==> config.mk <==
export PLATFORM = sky130hd
export DESIGN_NAME = spi_frame_bridge
export DESIGN_NICKNAME = d
export VERILOG_FILES = /design/src/rtl/spi_frame_bridge.sv
export SDC_FILE = /design/constraint.sdc
export NUM_CORES = 1
export LEC_CHECK = 0
export BUFFER_PORTS_ARGS = -buffer_cell sky130_fd_sc_hd__buf_2
export CAP_MARGIN = 20
export CELL_PAD_IN_SITES_DETAIL_PLACEMENT = 2
export CELL_PAD_IN_SITES_GLOBAL_PLACEMENT = 2
export CORE_MARGIN = 1.5
export CORE_UTILIZATION = 46
export CTS_BUF_LIST = sky130_fd_sc_hd__clkbuf_4 sky130_fd_sc_hd__clkbuf_8
export CTS_CLUSTER_DIAMETER = 200
export DETAILED_ROUTE_END_ITERATION = 10
export PLACE_DENSITY = 0.92
export SKIP_LAST_GASP = 1
export SLEW_MARGIN = 20
export SYNTH_ARGS = -nofsm -noshare
export SYNTH_HDL_FRONTEND = slang
export SYNTH_SLANG_ARGS = --single-unit
export TNS_END_PERCENT = 20
==> constraint.sdc <==
create_clock -name clk -period 3.8 [get_ports clk]
set_input_delay 0 -clock clk [delete_from_list [all_inputs] [get_ports clk]]
set_output_delay 0 -clock clk [all_outputs]
set_load 0.02 [all_outputs]
==> src/rtl/spi_frame_bridge.sv <==
// System-clock side of the SPI serial engine: synchronizes the frame-ready pulse,
// queues received words in an RX FIFO and supplies one stable response word per frame.
module spi_frame_bridge #(
   parameter int                     DATA_LENGTH = 64,
   parameter int                     FIFO_DEPTH  = 4,
   parameter logic [DATA_LENGTH-1:0] IDLE_WORD   = '0
) (
   input  logic                        clk,
   input  logic                        rst_n,
   input  logic [DATA_LENGTH-1:0]      spi_data_in,
   input  logic                        spi_data_ready,
   output logic [DATA_LENGTH-1:0]      spi_data_out,
   output logic [DATA_LENGTH-1:0]      rx_data,
   output logic                        rx_valid,
   input  logic                        rx_ready,
   input  logic [DATA_LENGTH-1:0]      tx_data,
   input  logic                        tx_valid,
   output logic                        tx_ready,
   output logic [$clog2(FIFO_DEPTH):0] rx_level,
   output logic [$clog2(FIFO_DEPTH):0] tx_level,
   output logic                        rx_overflow,
   input  logic                        ovf_clr,
   output logic                        tx_underflow,
   output logic [15:0]                 frame_count
);

   localparam int               PTR_W    = $clog2(FIFO_DEPTH);
   localparam int               LVL_W    = PTR_W + 1;
   localparam logic [LVL_W-1:0] FULL_LVL = LVL_W'(FIFO_DEPTH);

   // ------------------------------------------------------------------
   // Frame-ready synchronizer and edge detector
   // ------------------------------------------------------------------
   logic       s1, s2, s3;
   logic [1:0] sync_fill;
   logic       armed;
   logic       frame_evt;

   // s2 holds its reset value, not a real sample of ready, until sync_fill[1]
   // is set; arming only then keeps a ready level held across reset silent.
   always_ff @(posedge clk) begin
      if (!rst_n) begin
         s1        <= 1'b0;
         s2        <= 1'b0;
         s3        <= 1'b0;
         sync_fill <= 2'b00;
         armed     <= 1'b0;
      end else begin
         // NOTE: non-blocking assignments let s1->s2->s3 shift by one stage per clock
         // regardless of statement order; blocking here would collapse the chain.
         s1        <= spi_data_ready;
         s2        <= s1;
         s3        <= s2;
         sync_fill <= {sync_fill[0], 1'b1};
         if (sync_fill[1] && !s2)
            armed <= 1'b1;
      end
   end

   assign frame_evt = s2 & ~s3 & armed;

   // ------------------------------------------------------------------
   // RX FIFO: frames in, core logic out (first-word fall-through)
   // ------------------------------------------------------------------
   logic [DATA_LENGTH-1:0] rx_mem [FIFO_DEPTH];
   logic [PTR_W-1:0]       rx_wr_ptr;
   logic [PTR_W-1:0]       rx_rd_ptr;
   logic                   rx_full;
   logic                   rx_pop;
   logic                   rx_push;

   assign rx_full  = (rx_level == FULL_LVL);
   assign rx_valid = (rx_level != '0);
   assign rx_pop   = rx_valid & rx_ready;
   // A pop in the same cycle frees the slot, so a full FIFO still accepts the frame.
   assign rx_push  = frame_evt & (~rx_full | rx_pop);
   assign rx_data  = rx_mem[rx_rd_ptr];

   // NOTE: storage arrays carry no reset; the level counters alone define which
   // entries are valid, and leaving the array unreset lets it map to plain RAM.
   always_ff @(posedge clk) begin
      if (rx_push)
         rx_mem[rx_wr_ptr] <= spi_data_in;
   end

   always_ff @(posedge clk) begin
      if (!rst_n) begin
         rx_wr_ptr   <= '0;
         rx_rd_ptr   <= '0;
         rx_level    <= '0;
         rx_overflow <= 1'b0;
      end else begin
         if (rx_push)
            rx_wr_ptr <= rx_wr_ptr + 1'b1;
         if (rx_pop)
            rx_rd_ptr <= rx_rd_ptr + 1'b1;
         rx_level <= rx_level + LVL_W'(rx_push) - LVL_W'(rx_pop);
         if (frame_evt && !rx_push)
            rx_overflow <= 1'b1;
         else if (ovf_clr)
            rx_overflow <= 1'b0;
      end
   end

   // ------------------------------------------------------------------
   // TX FIFO: producer in, one word per frame out to the SPI engine
   // ------------------------------------------------------------------
   logic [DATA_LENGTH-1:0] tx_mem [FIFO_DEPTH];
   logic [PTR_W-1:0]       tx_wr_ptr;
   logic [PTR_W-1:0]       tx_rd_ptr;
   logic                   tx_push;
   logic                   tx_pop;

   assign tx_ready = (tx_level != FULL_LVL);
   assign tx_push  = tx_valid & tx_ready;
   // Uses the level from the start of the cycle, so a same-cycle push into an
   // empty FIFO waits for the next frame.
   assign tx_pop   = frame_evt & (tx_level != '0);

   always_ff @(posedge clk) begin
      if (tx_push)
         tx_mem[tx_wr_ptr] <= tx_data;
   end

   always_ff @(posedge clk) begin
      if (!rst_n) begin
         tx_wr_ptr    <= '0;
         tx_rd_ptr    <= '0;
         tx_level     <= '0;
         spi_data_out <= IDLE_WORD;
         tx_underflow <= 1'b0;
         frame_count  <= '0;
      end else begin
         if (tx_push)
            tx_wr_ptr <= tx_wr_ptr + 1'b1;
         if (tx_pop)
            tx_rd_ptr <= tx_rd_ptr + 1'b1;
         tx_level     <= tx_level + LVL_W'(tx_push) - LVL_W'(tx_pop);
         tx_underflow <= frame_evt & ~tx_pop;
         // spi_data_out only moves on a frame boundary so the engine always loads a stable word.
         if (frame_evt) begin
            frame_count  <= frame_count + 16'd1;
            spi_data_out <= tx_pop ? tx_mem[tx_rd_ptr] : IDLE_WORD;
         end
      end
   end

endmodule

==> flow_summary.toml <==
[outcome]
status = "completed"

[worst_setup_path]
worstSetupPathType = "flip-flop to flip-flop"
regToRegSetupSlack_ps = 970
worst-path-max-fanout = 7
critPathLaunchType = "flip-flop"
required_ps = 4360
endpoint_kind = "flip-flop"
reg2reg_from = "rx_level[1]"
crit_slowest_cell = "nor4b_1"
cpMostUsedCell = "inv_1"
crit_arrival_ps = 3390
crit_path_cell_trace = "nor4b_1, nor2_1, inv_1, ha_1, inv_1, ha_1, inv_1, fa_1, xor2_1, xnor2_1, nor2_1"
max_stage_delay_ps = 560
worstRegToRegCells = 11
r2r-end = "rx_level[2]"

[cells_and_area]
n_fill_cell = 3931
area_growth_pct = 26.2
final_layout_size_suffix_gt1_share_pct = 38.2
fin_nets = 1733
stdcell_area_um2 = 28200

[global_routing]
grt_pass1_vias = 14900
grt_pass1_wl_um = 111000
overflow = 0
grt_use_total_pct = 31.6
grt_max_degree = 66
antenna_found_initial = 7

[power]
power_density_nw_per_um2 = 602
p_clk_share_pct = 37.7
p_leak_nw = 9.86
intPower_mw = 12.1
p_seq_share_pct = 47.9
p_sw_share_pct = 28.8
switchingPower_mw = 4.89
peakVddDrop_mv = 0.467
p_comb_share_pct = 14.5

[yosys]
synth_seq_cells = 618
netlist_instances = 1078
syn_area_per_cell_um2 = 20.7
ys_types = 40
syn_area_um2 = 22300
syn-num-nets = 1227
ys_warn_count = 0
yosysSeqAreaShare_pct = 78.3

[timing]
rsz0062_at_grt = "no"
final.setup.tns_ps = 0
fin_worst_skew_ps = 62.1
fmax_ghz = 0.354
finalCriticalPeriod_ps = 2830
worst_pin_slew_ps = 1090
timing.final.max_slew_violations = 0
relSlewSlack_pct = 27.6
setup_viol = 0
finalHoldViolations = 0
fin_crit_sh_pct = 74.3

[drt]
wl_per_cell_um = 34.8
routed-via-count = 13400
drt-met1-wl_um = 29400
drtIter0Drc = 1146
drt-pass1-iter-count = 5
highest_layer = "met5"
wl_um = 80000
ant_nets = 0
viasPerCell = 5.81
wl_met2_um = 41900
drcViolationCount = 0
wl_met3_um = 5950

[min_path]
min-delay-start = "tx_data[35]"
holdPathStages = 2
hp-class = "primary input to flip-flop"
hold_end = "tx_mem[1][35]"

[clocking]
clk_latency_ps = 740
cts_buffers = 101
clock_sinks = 618
cts_setup_buffers = 0
cts_tree = "done"
clock_path_buffers = 3
post_cts_resized = 0
cts_root_buf = "clkbuf_8"
cts.clk_slew.worst_paths_ps = 80
htreeDepth = 3

[placement]
gp_congestion = 0.758
placed_cell_area_um2 = 24500
port_buffers = 287
hpwl_um = 37500

[die]
die-area_um2 = 49900
row_count = 80
die_width_um = 223
die_h_um = 223
coreArea_um2 = 47800
io_pins = 288
initial_utilization_pct = 46.7

[flow_run]
cap_violations = 0
-- state kept, by name, indices dropped and copies added, names as in the netlist, 2 cells and up, named ones only --
name / flops
rx_level: 3
tx_rd_ptr: 2
rx_rd_ptr: 2
tx_mem: 256
rx_wr_ptr: 2
tx_level: 3
spi_data_out: 64
sync_fill: 2
tx_wr_ptr: 2
frame_count: 16
rx_mem: 256
-- kinds of logic after synthesis --
group,count (synthesis),synth area share (%)
xor gates and xnor gates,20,0.784
muxes,128,12.9
adders and majority gates,15,0.907
AOI/OAI and AO/OA,80,2.57
DFF,618,78.3
and+or+nand+nor,149,3.23
buffers and inverters,68,1.28
-- timing repair --
item	4_1_cts	5_1_grt
hold endpoints to repair	547	0
endpoints found under the setup margin	0	0
hold buffers	151	0
-- worst max path at each step --
stage / start / endpoint / slack, ps
after floorplan: s3 / rx_mem[1][0] / 830
after global routing: rx_level[1] / rx_level[2] / 730
after CTS: flip-flop / rx_data[10] / 1050
final: rx_level[1] / rx_level[2] / 970
after global placement: rx_level[1] / rx_level[2] / 1320
after detailed placement: rx_level[1] / rx_level[2] / 1110
-- layer usage --
metal / up-vias / track usage (%)
li1: 5410 / -
met1: 7095 / 37.1
met3: 170 / 8.67
met5: - / 0
met2: 675 / 55.4
met4: 4 / 11.7
-- power groups by stage --
| stage | clock network [mW] | logic, mW | registers (mW) |
|---|---|---|---|
| 2_1_floorplan | 0 | 1.46 | 8.06 |
| 3_3_place_gp | 0 | 2.08 | 8.13 |
| 3_5_place_dp | 0 | 2.19 | 8.20 |
| 4_1_cts | 6.19 | 2.36 | 8.08 |
| 5_1_grt | 6.71 | 2.57 | 8.15 |
| 6_report | 6.39 | 2.45 | 8.12 |
-- worst max-delay path: cells and delay by family, from the launching register on --
kind / cells / cell delay (ps)
buf+inv: 3 / 270
flops: 1 / 370
fa+ha+maj: 3 / 810
xor+xnor: 2 / 340
simple gates: 3 / 900
-- cell usage in the layout, fill, tap and decap left out, types with 6 or more instances in the layout --
cell,n
edfxtp_1,512
buf_2,287
dlygate4sd3_1,151
mux4_2,128
clkbuf_8,111
dfxtp_1,102
nor2_1,88
a22oi_1,64
clkbuf_4,48
buf_4,17
clkinv_2,15
xnor2_1,14
ha_1,13
inv_1,12
nand2_1,12
diode_2,11
clkinv_1,10
a21oi_1,9
and2_1,8
xor2_1,6
-- layout make-up --
type                    count  area [um2]  area share, %
diodes                     11        27.5         0.0977
well taps                 615         769           2.73
clock inverters            33         214          0.759
multi-input cells         392        4590           16.3
flip-flops and latches    618       17500           62.1
clock buffers             159        1890           6.70
inverters                  13        50.0          0.178
repair buffers            458        3140           11.1
-- Yosys cell counts --
cell      instances  area [um2]
edfxtp_1        512       15400
or3_1             3        18.8
nand3_4           2        35.0
o31a_1            1        8.76
a22oi_1          64         480
nand3_1           2        10.0
and4_4            1        11.3
o31ai_1           1        7.51
buf_4             2        15.0
nor2b_1           1        6.26
and4b_1           1        10.0
or2_4             1        8.76
and3_2            2        15.0
nor3b_1           2        15.0
nand4_1           4        25.0
buf_1            12        45.0
xor2_1            6        52.6
nand3b_1          1        7.51
ha_1             13         163
or3b_1            1        8.76
o21a_1            1        7.51
or4_1             1        7.51
mux4_2          128        2880
nand2_1          12        45.0
xnor2_1          14         123
and2_1           12        75.1
inv_1            13        48.8
fa_1              2        40.0
o21ai_0           3        15.0
nor4_1            3        18.8
buf_2            19        95.1
nor3_1            3        15.0
clkbuf_1         22        82.6
a21oi_1           9        45.0
nor4b_1           1        8.76
nor2_1           89         334
o31a_2            1        10.0
and3_1            6        37.5
dfxtp_1         106        2120
or3_2             1        7.51
-- through the flow --
step           hold slack [ps]  utilization (%)  power, mW  cells  worst slack [ps]
2_1_floorplan             27.7                -       9.52   1078               833
3_3_place_gp               209             51.3       10.2   1945              1320
3_5_place_dp               215             51.3       10.4   1945              1110
4_1_cts                  0.435             58.8       16.6   2288              1050
5_1_grt                   15.5             58.9       17.4   2296               734
6_report                  28.9             58.9       17.0   2299               975
No activity file was read; power rests on OpenSTA's default activity.
